==> config.mk <==
export PLATFORM = sky130hd
export DESIGN_NAME = rr_stream_mux_flat
export DESIGN_NICKNAME = d
export VERILOG_FILES = /design/src/rtl/rr_stream_mux_if.sv /design/src/rtl/rr_stream_mux.sv /design/src/flat_wrapper.sv
export SDC_FILE = /design/constraint.sdc
export NUM_CORES = 1
export LEC_CHECK = 0
export CAP_MARGIN = 20
export CORE_ASPECT_RATIO = 0.6
export CORE_UTILIZATION = 41
export CTS_CLUSTER_SIZE = 12
export DETAILED_ROUTE_END_ITERATION = 6
export GPL_ROUTABILITY_DRIVEN = 0
export HOLD_SLACK_MARGIN = 0.06
export PLACE_DENSITY = 0.94
export SETUP_SLACK_MARGIN = 0.4
export SYNTH_ARGS = -nofsm -noshare
export SYNTH_HDL_FRONTEND = slang
export SYNTH_SLANG_ARGS = --single-unit
==> constraint.sdc <==
create_clock -name clk -period 7.4 [get_ports clk]
set_clock_uncertainty 0.15 [all_clocks]
set_input_delay 1.48 -clock clk [delete_from_list [all_inputs] [get_ports clk]]
set_output_delay 1.48 -clock clk [all_outputs]
set_load 0.005 [all_outputs]
==> src/rtl/rr_stream_mux_if.sv <==
// Valid/ready bundle for rr_stream_mux: N input streams and one output stream.
// The slave modport is the mux side; master is the producers/consumer side.
interface rr_stream_mux_if #(
   parameter int N = 4,
   parameter int W = 8
);
   localparam int SW = (N > 1) ? $clog2(N) : 1;

   logic [N-1:0]   in_valid;
   logic [N*W-1:0] in_data;
   logic [N-1:0]   in_ready;
   logic           out_valid;
   logic [W-1:0]   out_data;
   logic [SW-1:0]  out_sel;
   logic           out_ready;

   modport master (
      output in_valid, in_data, out_ready,
      input  in_ready, out_valid, out_data, out_sel
   );

   modport slave (
      input  in_valid, in_data, out_ready,
      output in_ready, out_valid, out_data, out_sel
   );
endinterface

==> src/rtl/rr_stream_mux.sv <==
// N-channel stream mux, round-robin (MODE 0) or lowest-index priority (MODE 1).
// The winner is captured in a one-entry output register that reloads while draining.
module rr_stream_mux #(
   parameter int N    = 4,
   parameter int W    = 8,
   parameter int MODE = 0
) (
   input  logic           clk,
   input  logic           reset,
   rr_stream_mux_if.slave bus
);
   localparam int SW = (N > 1) ? $clog2(N) : 1;

   logic [SW-1:0] r_ptr;
   logic [SW-1:0] r_sel;
   logic          r_valid;
   logic [W-1:0]  r_data;

   logic          w_load;
   logic          w_any;
   logic          w_take;
   logic [SW-1:0] w_grant;
   logic [SW-1:0] w_ptr_nxt;
   logic [W-1:0]  w_gdata;

   // Scan from the highest offset down so the nearest requester wins last.
   function automatic logic [SW-1:0] f_grant(
      input logic [N-1:0]  v,
      input logic [SW-1:0] p
   );
      f_grant = '0;
      for (int k = N - 1; k >= 0; k--) begin
         int idx;
         idx = (MODE == 0) ? (int'(p) + k) % N : k;
         if (v[idx]) f_grant = SW'(idx);
      end
   endfunction

   assign w_grant   = f_grant(bus.in_valid, r_ptr);
   assign w_ptr_nxt = (w_grant == SW'(N - 1)) ? '0 : w_grant + SW'(1);

   assign w_load = !r_valid || bus.out_ready;
   assign w_any  = |bus.in_valid;
   assign w_take = w_load && w_any && !reset;

   always_comb begin
      w_gdata = '0;
      for (int i = 0; i < N; i++) begin
         if (w_grant == SW'(i)) w_gdata = bus.in_data[i*W +: W];
      end
   end

   assign bus.in_ready  = w_take ? (N'(1) << w_grant) : '0;
   assign bus.out_valid = r_valid;
   assign bus.out_data  = r_data;
   assign bus.out_sel   = r_sel;

   always_ff @(posedge clk) begin
      if (reset) begin
         r_valid <= 1'b0;
         r_data  <= '0;
         r_sel   <= '0;
         r_ptr   <= '0;
      end else if (w_take) begin
         r_valid <= 1'b1;
         r_data  <= w_gdata;
         r_sel   <= w_grant;
         if (MODE == 0) r_ptr <= w_ptr_nxt;
      end else if (r_valid && bus.out_ready) begin
         r_valid <= 1'b0;
      end
   end

   a_ready_onehot: assert property (
      @(posedge clk) disable iff (reset) $onehot0(bus.in_ready)
   );

endmodule

==> src/flat_wrapper.sv <==
// flat-port wrapper written by rule: the top's interface ports become plain ports
module rr_stream_mux_flat 
#(
   parameter int N    = 4,
   parameter int W    = 8,
   parameter int MODE = 0
)
  (clk, reset, bus_in_valid, bus_in_data, bus_out_ready, bus_in_ready, bus_out_valid, bus_out_data, bus_out_sel);
  rr_stream_mux_if #(.N(N), .W(W)) bus_i ();
  input  logic clk;
  input  logic reset;
  input wire logic [$bits(bus_i.in_valid)-1:0] bus_in_valid;
  input wire logic [$bits(bus_i.in_data)-1:0] bus_in_data;
  input wire logic [$bits(bus_i.out_ready)-1:0] bus_out_ready;
  output wire logic [$bits(bus_i.in_ready)-1:0] bus_in_ready;
  output wire logic [$bits(bus_i.out_valid)-1:0] bus_out_valid;
  output wire logic [$bits(bus_i.out_data)-1:0] bus_out_data;
  output wire logic [$bits(bus_i.out_sel)-1:0] bus_out_sel;
  assign bus_i.in_valid = bus_in_valid;
  assign bus_i.in_data = bus_in_data;
  assign bus_i.out_ready = bus_out_ready;
  assign bus_in_ready = bus_i.in_ready;
  assign bus_out_valid = bus_i.out_valid;
  assign bus_out_data = bus_i.out_data;
  assign bus_out_sel = bus_i.out_sel;
  rr_stream_mux #(.N(N), .W(W), .MODE(MODE)) u_core (.clk(clk), .reset(reset), .bus(bus_i));
endmodule
## Yosys cells after proc, flatten, opt, wreduce, memory -nomap -nowiden

Index checks and enable logic that the tools add are counted.
W data, S select, Z words.

| operators by class | value |
|---|---|
| magnitude comparators | 4 |
| multipliers | 0 |
| bitwise gates (word level) | 3 |
| add/subtract/negate cells | 4 |
| eq/ne operators | 3 |
| reduce and logical (&&, ||, !) cells | 12 |
| div/mod/pow operators | 0 |
| shift-type cells | 1 |
| mux-type cells | 23 |

Operator list:

| cell | number |
|---|---|
| $mux W8 | 4 |
| $lt A3 B4 Y1 const B | 3 |
| $mux W2 | 5 |
| $mux W1 | 9 |
| $bmux W1 S2 | 4 |
| $reduce_or A2 Y1 | 3 |
| $add A2 B1 Y2 const B | 2 |
| $add A2 B2 Y2 const B | 2 |
| $eq A2 B2 Y1 const B | 2 |
| $mux W4 | 1 |
| $reduce_or A4 Y1 | 1 |
| $shl A1 B2 Y4 const A | 1 |
| $and A1 B1 Y1 const A | 3 |
| $logic_and A1 B1 Y1 | 3 |
| $lt A2 B3 Y1 const B | 1 |
| $eq A2 B1 Y1 const B | 1 |
| $logic_not A1 Y1 | 2 |
| $logic_not A2 Y1 | 1 |
| $reduce_bool A2 Y1 | 1 |
| $logic_or A1 B1 Y1 | 1 |

| storage, ports and cells | value |
|---|---|
| bits of input ports | 39 |
| logic and storage cells | 54 |
| latch bits | 0 |
| bits in writable memories | 0 |
| memory bits (read-only) | 0 |
| output and inout bits | 15 |
| memories kept | 0 |
| bits in registers | 13 |

## Logic depth before layout (Yosys ltp)

| logic depth | value |
|---|---|
| depth in word-level cells | 15 |
| gate-level depth with buffers | 9 |
| gate-level depth less buffers | 7 |

## Least setup slack after synthesis

OpenSTA, ideal clock, no wires.

| timing | value |
|---|---|
| path kind | in2out |
| start point | input bus_in_valid[2] |
| end point | output bus_in_ready[2] |
| path buffers | 2 |
| data arrival time | 2836 ps |
| setup slack | 2934 ps |
| stages | 7 |
| data required time | 5770 ps |
| cells stage by stage | nor2b_1 -> a221oi_1 -> nor2_1 -> ha_1 -> buf_4 -> buf_2 -> and2_1 |

| on the way | value |
|---|---|
| word-level cells in the longest chain between the ends | 9 |
| elaborated cells on any way between the ends | 20 |
| those cells by class | shift (1); mux (16); reduce/logical (3) |

RTL lines:

| element | RTL line | text |
|---|---|---|
| from (decl) | flat_wrapper.sv:12 | `input wire logic [$bits(bus_i.in_valid)-1:0] bus_in_valid;` |
| $bmux W1 S2 | rr_stream_mux.sv:35 | `if (v[idx]) f_grant = SW'(idx);` |
| $mux W1 (not written as such) (2 in a row) | rr_stream_mux.sv:35 |  |
| $mux W2 (3 in a row) | rr_stream_mux.sv:35 |  |
| $mux W2 (*) | rr_stream_mux.sv:35 |  |
| named net u_core.w_grant[1] | rr_stream_mux.sv:22 | `logic [SW-1:0] w_grant;` |
| $shl A1 B2 Y4 (*) | rr_stream_mux.sv:53 | `assign bus.in_ready = w_take ? (N'(1) << w_grant) : '0;` |
| $mux W4 (*) | rr_stream_mux.sv:53 |  |
| to (decl) | flat_wrapper.sv:15 | `output wire logic [$bits(bus_i.in_ready)-1:0] bus_in_ready;` |

Mark *: on every way through the listed nets, which the timed path passes. The rest lies on a longest branch. The select of a mux whose other input is x is not followed.

## Worst setup path in the final report

| timing | value |
|---|---|
| start point | input bus_in_valid[2] |
| end point | output bus_in_ready[1] |

| on the way | value |
|---|---|
| word-level cells in the longest chain between the ends | 9 |
| elaborated cells on any way between the ends | 20 |
| those cells by class | shift (1); mux (16); reduce/logical (3) |

RTL lines:

| element | RTL line |
|---|---|
| $bmux W1 S2 | rr_stream_mux.sv:35 |
| $mux W1 (not written as such) (2 in a row) | rr_stream_mux.sv:35 |
| $mux W2 (4 in a row) | rr_stream_mux.sv:35 |
| $shl A1 B2 Y4 | rr_stream_mux.sv:53 |
| $mux W4 (*) | rr_stream_mux.sv:53 |

Mark *: on every way between the ends. The rest lies on a longest branch, timed or not. The select of a mux whose other input is x is not followed.

==> results.json <==
{
  "worstSetupStartpointType": "primary input",
  "cts_num_sinks": 13,
  "switching_share": 0.312,
  "synth_area_sq_um": 985,
  "num_io_pins": 54,
  "grt_max_degree": 18,
  "synthFlopType": "dfxtp_1",
  "hold_buffers": 0,
  "die_y_um": 40.0,
  "worstMarginPinSlew_ps": 926,
  "start_util": 0.445,
  "crit_path_end_kind": "output pin",
  "period_share": 0.790,
  "cts_made_buffers": 3,
  "synth-seq-cells": 13,
  "drc": 0,
  "maxCapViolations": 0,
  "port-buffer-count": 53,
  "cp_max_fo": 17,
  "power_density_nw_per_um2": 178,
  "cp.required_ps": 5770,
  "dr.pass1.iters": 5,
  "drive_gt1_frac": 0.0424,
  "root_buffer": "clkbuf_8",
  "hold_depth": 2,
  "syn_to_final_growth_pct": 56.7,
  "crit_arrival_ps": 4220,
  "antenna_found_initial": 0,
  "path_buf_inv": 2,
  "slowest_delay_ps": 600,
  "ant_nets": 0,
  "hold_class": "register to register",
  "power_switching_mw": 0.0858,
  "clk_pin_slew_ps": 50,
  "finalSetupViolCount": 0,
  "clockPowerShare": 0.230,
  "p_int_mw": 0.189,
  "hpwl_um": 2200,
  "seq_power_share": 0.322,
  "clk_latency_ps": 240,
  "crit_cells": 7,
  "setup_tns_ps": 0,
  "die_area_sq_um": 2610,
  "p_comb_frac": 0.449,
  "hold_violations": 0,
  "wl_um": 2960,
  "critical_path_class": "primary input to output pin",
  "reg2reg_depth": 7,
  "relSlewSlack": 0.381,
  "synth_top_area_share": 0.264,
  "grt_overflow": 0,
  "fin_crit_ps": 5850,
  "critical_path.top_delay_family": "buffers and inverters",
  "vias": 1109,
  "synth_warnings": 0,
  "layout.area.seq_sq_um": 260,
  "yosysUniqueCellTypes": 32,
  "cts_tree": "done",
  "synthArstFlopShare": 0,
  "cts_setup_buffers": 0,
  "final_nets": 209,
  "diodes": 0,
  "clockBufferDepth": 2,
  "fillers": 164,
  "viasPerCell": 5.69,
  "slowest_stage": "a221oi_1",
  "final_max_slew_viol_count": 0,
  "rows": 13,
  "grt_pass1_wl_um": 4600,
  "drtIter0Drc": 108,
  "rsz0062_at_grt": "false",
  "first_global_vias": 976,
  "max_freq_mhz": 171,
  "track_usage": 0.242,
  "synthCells": 118,
  "synth.area.top_cells": "dfxtp_1 (26%), a221o_1 (8.1%), a2111oi_0 (7.1%)",
  "peakVddDrop_mv": 0.119,
  "r2r_setup_slack_ps": 4690,
  "crit_path_frequent_cell": "clkdlybuf4s50_1",
  "synth_enable_flop_cells": 0,
  "cts-resized-gates": 0,
  "wire_per_inst_um": 15.2,
  "core_area_sq_um": 2210,
  "p_leak_nw": 0.592,
  "outcome": "complete, no violations",
  "synth_fp_nets": 161,
  "finalPower_mw": 0.275,
  "seq_area_frac_synth": 0.264,
  "cts.htree.levels": 1,
  "postSynthAreaPerCell_sq_um": 8.34,
  "synth_top_area_cell": "dfxtp_1",
  "chipWidth_um": 65.3,
  "multi_input_area_sq_um": 621,
  "crit_chain": "clkdlybuf4s50_1 -> nor2b_1 -> a221oi_1 -> or2_1 -> ha_1 -> and2_1 -> clkdlybuf4s50_1"
}
## area by class of cell
cell class / instances / area share
multi-input combinational: 82 / 0.402
clock buffer: 4 / 0.0292
inverter: 13 / 0.0316
sequential: 13 / 0.169
timing repair buffer: 53 / 0.344
tap: 30 / 0.0243
## cells in the mapped netlist (2+ instances only)
| cell | n |
|---|---|
| a2111oi_0 | 8 |
| nor2b_1 | 3 |
| clkbuf_1 | 4 |
| inv_1 | 13 |
| a221o_1 | 8 |
| and2_1 | 4 |
| a21oi_1 | 9 |
| buf_2 | 2 |
| o31ai_1 | 2 |
| nor2_1 | 3 |
| dfxtp_1 | 13 |
| buf_4 | 2 |
| nand2_1 | 9 |
| o211ai_1 | 3 |
| a22oi_1 | 8 |
| nand3b_1 | 8 |
| ha_1 | 4 |
## layout by cell type (no fill, tap or decap), types with 2 or more instances in the layout
cell type	n
clkdlybuf4s50_1	53
inv_1	13
dfxtp_1	13
nand2_1	9
a21oi_1	9
nand3b_1	8
a221o_1	8
a2111oi_0	8
a22oi_1	8
and2_1	4
ha_1	4
nor2_1	3
nor2b_1	3
o211ai_1	3
clkbuf_8	3
o31ai_1	2
## power by group through the flow
| stage | combinational, mW | clock, mW | sequential, mW |
|---|---|---|---|
| finish | 0.123 | 0.0632 | 0.0885 |
| global route | 0.135 | 0.0685 | 0.0895 |
| CTS | 0.122 | 0.0642 | 0.0883 |
| detailed placement | 0.121 | 0 | 0.0898 |
| global placement | 0.117 | 0 | 0.0891 |
| floorplan | 0.0673 | 0 | 0.0894 |
## flip-flops by register name, summed over array words and instances, names as in the netlist
register / count
u_core.r_ptr: 2
u_core.bus.out_valid: 1
u_core.bus.out_sel: 2
u_core.bus.out_data: 8
## worst register-to-register path, stage by stage, from the launching register on
cell and delay [ps]:
dfxtp_1 430, nand2_1 80, a221oi_1 610, or2_1 230
ha_1 460, a21oi_1 140, a221o_1 360, a22oi_1 180
## final timing paths
kind / startpoint / endpoint
setup reg to reg: u_core.r_ptr[1] / u_core.bus.out_data[5]
setup / recovery: bus_in_valid[2] / bus_in_ready[1]
hold / removal: u_core.bus.out_data[4] / u_core.bus.out_data[4]
hold reg to reg: u_core.bus.out_data[4] / u_core.bus.out_data[4]
## layer usage
metal,global-route usage,vias to the layer above,wire (um)
met2,0.433,59,1340
met5,0,-,0
met4,0.0326,0,0
met1,0.297,508,1320
li1,-,542,-
met3,0.0795,0,291
## metrics by stage
| stage | area (sq um) | instances | worst slack [ps] | hold slack (ps) | utilization |
|---|---|---|---|---|---|
| after floorplan | 985 | 118 | 2930 | 304 | - |
| after global placement | 1500 | 191 | 1860 | 298 | 0.677 |
| after detailed placement | 1500 | 191 | 1680 | 304 | 0.677 |
| after CTS | 1540 | 195 | 1620 | 312 | 0.697 |
| after global routing | 1540 | 195 | 1460 | 343 | 0.697 |
| final | 1540 | 195 | 1550 | 312 | 0.697 |
## kinds of logic after synthesis
| logic type | count (synthesis) | share of synthesized area |
|---|---|---|
| AO/OA/AOI/OAI | 45 | 0.367 |
| AND/OR/NAND/NOR | 32 | 0.202 |
| buffers and inverters | 23 | 0.105 |
| flip-flops | 13 | 0.264 |
| adder cells (fa/ha/maj) | 4 | 0.0508 |
| multiplexers | 1 | 0.0102 |
Power figures use the tool's default switching activity.
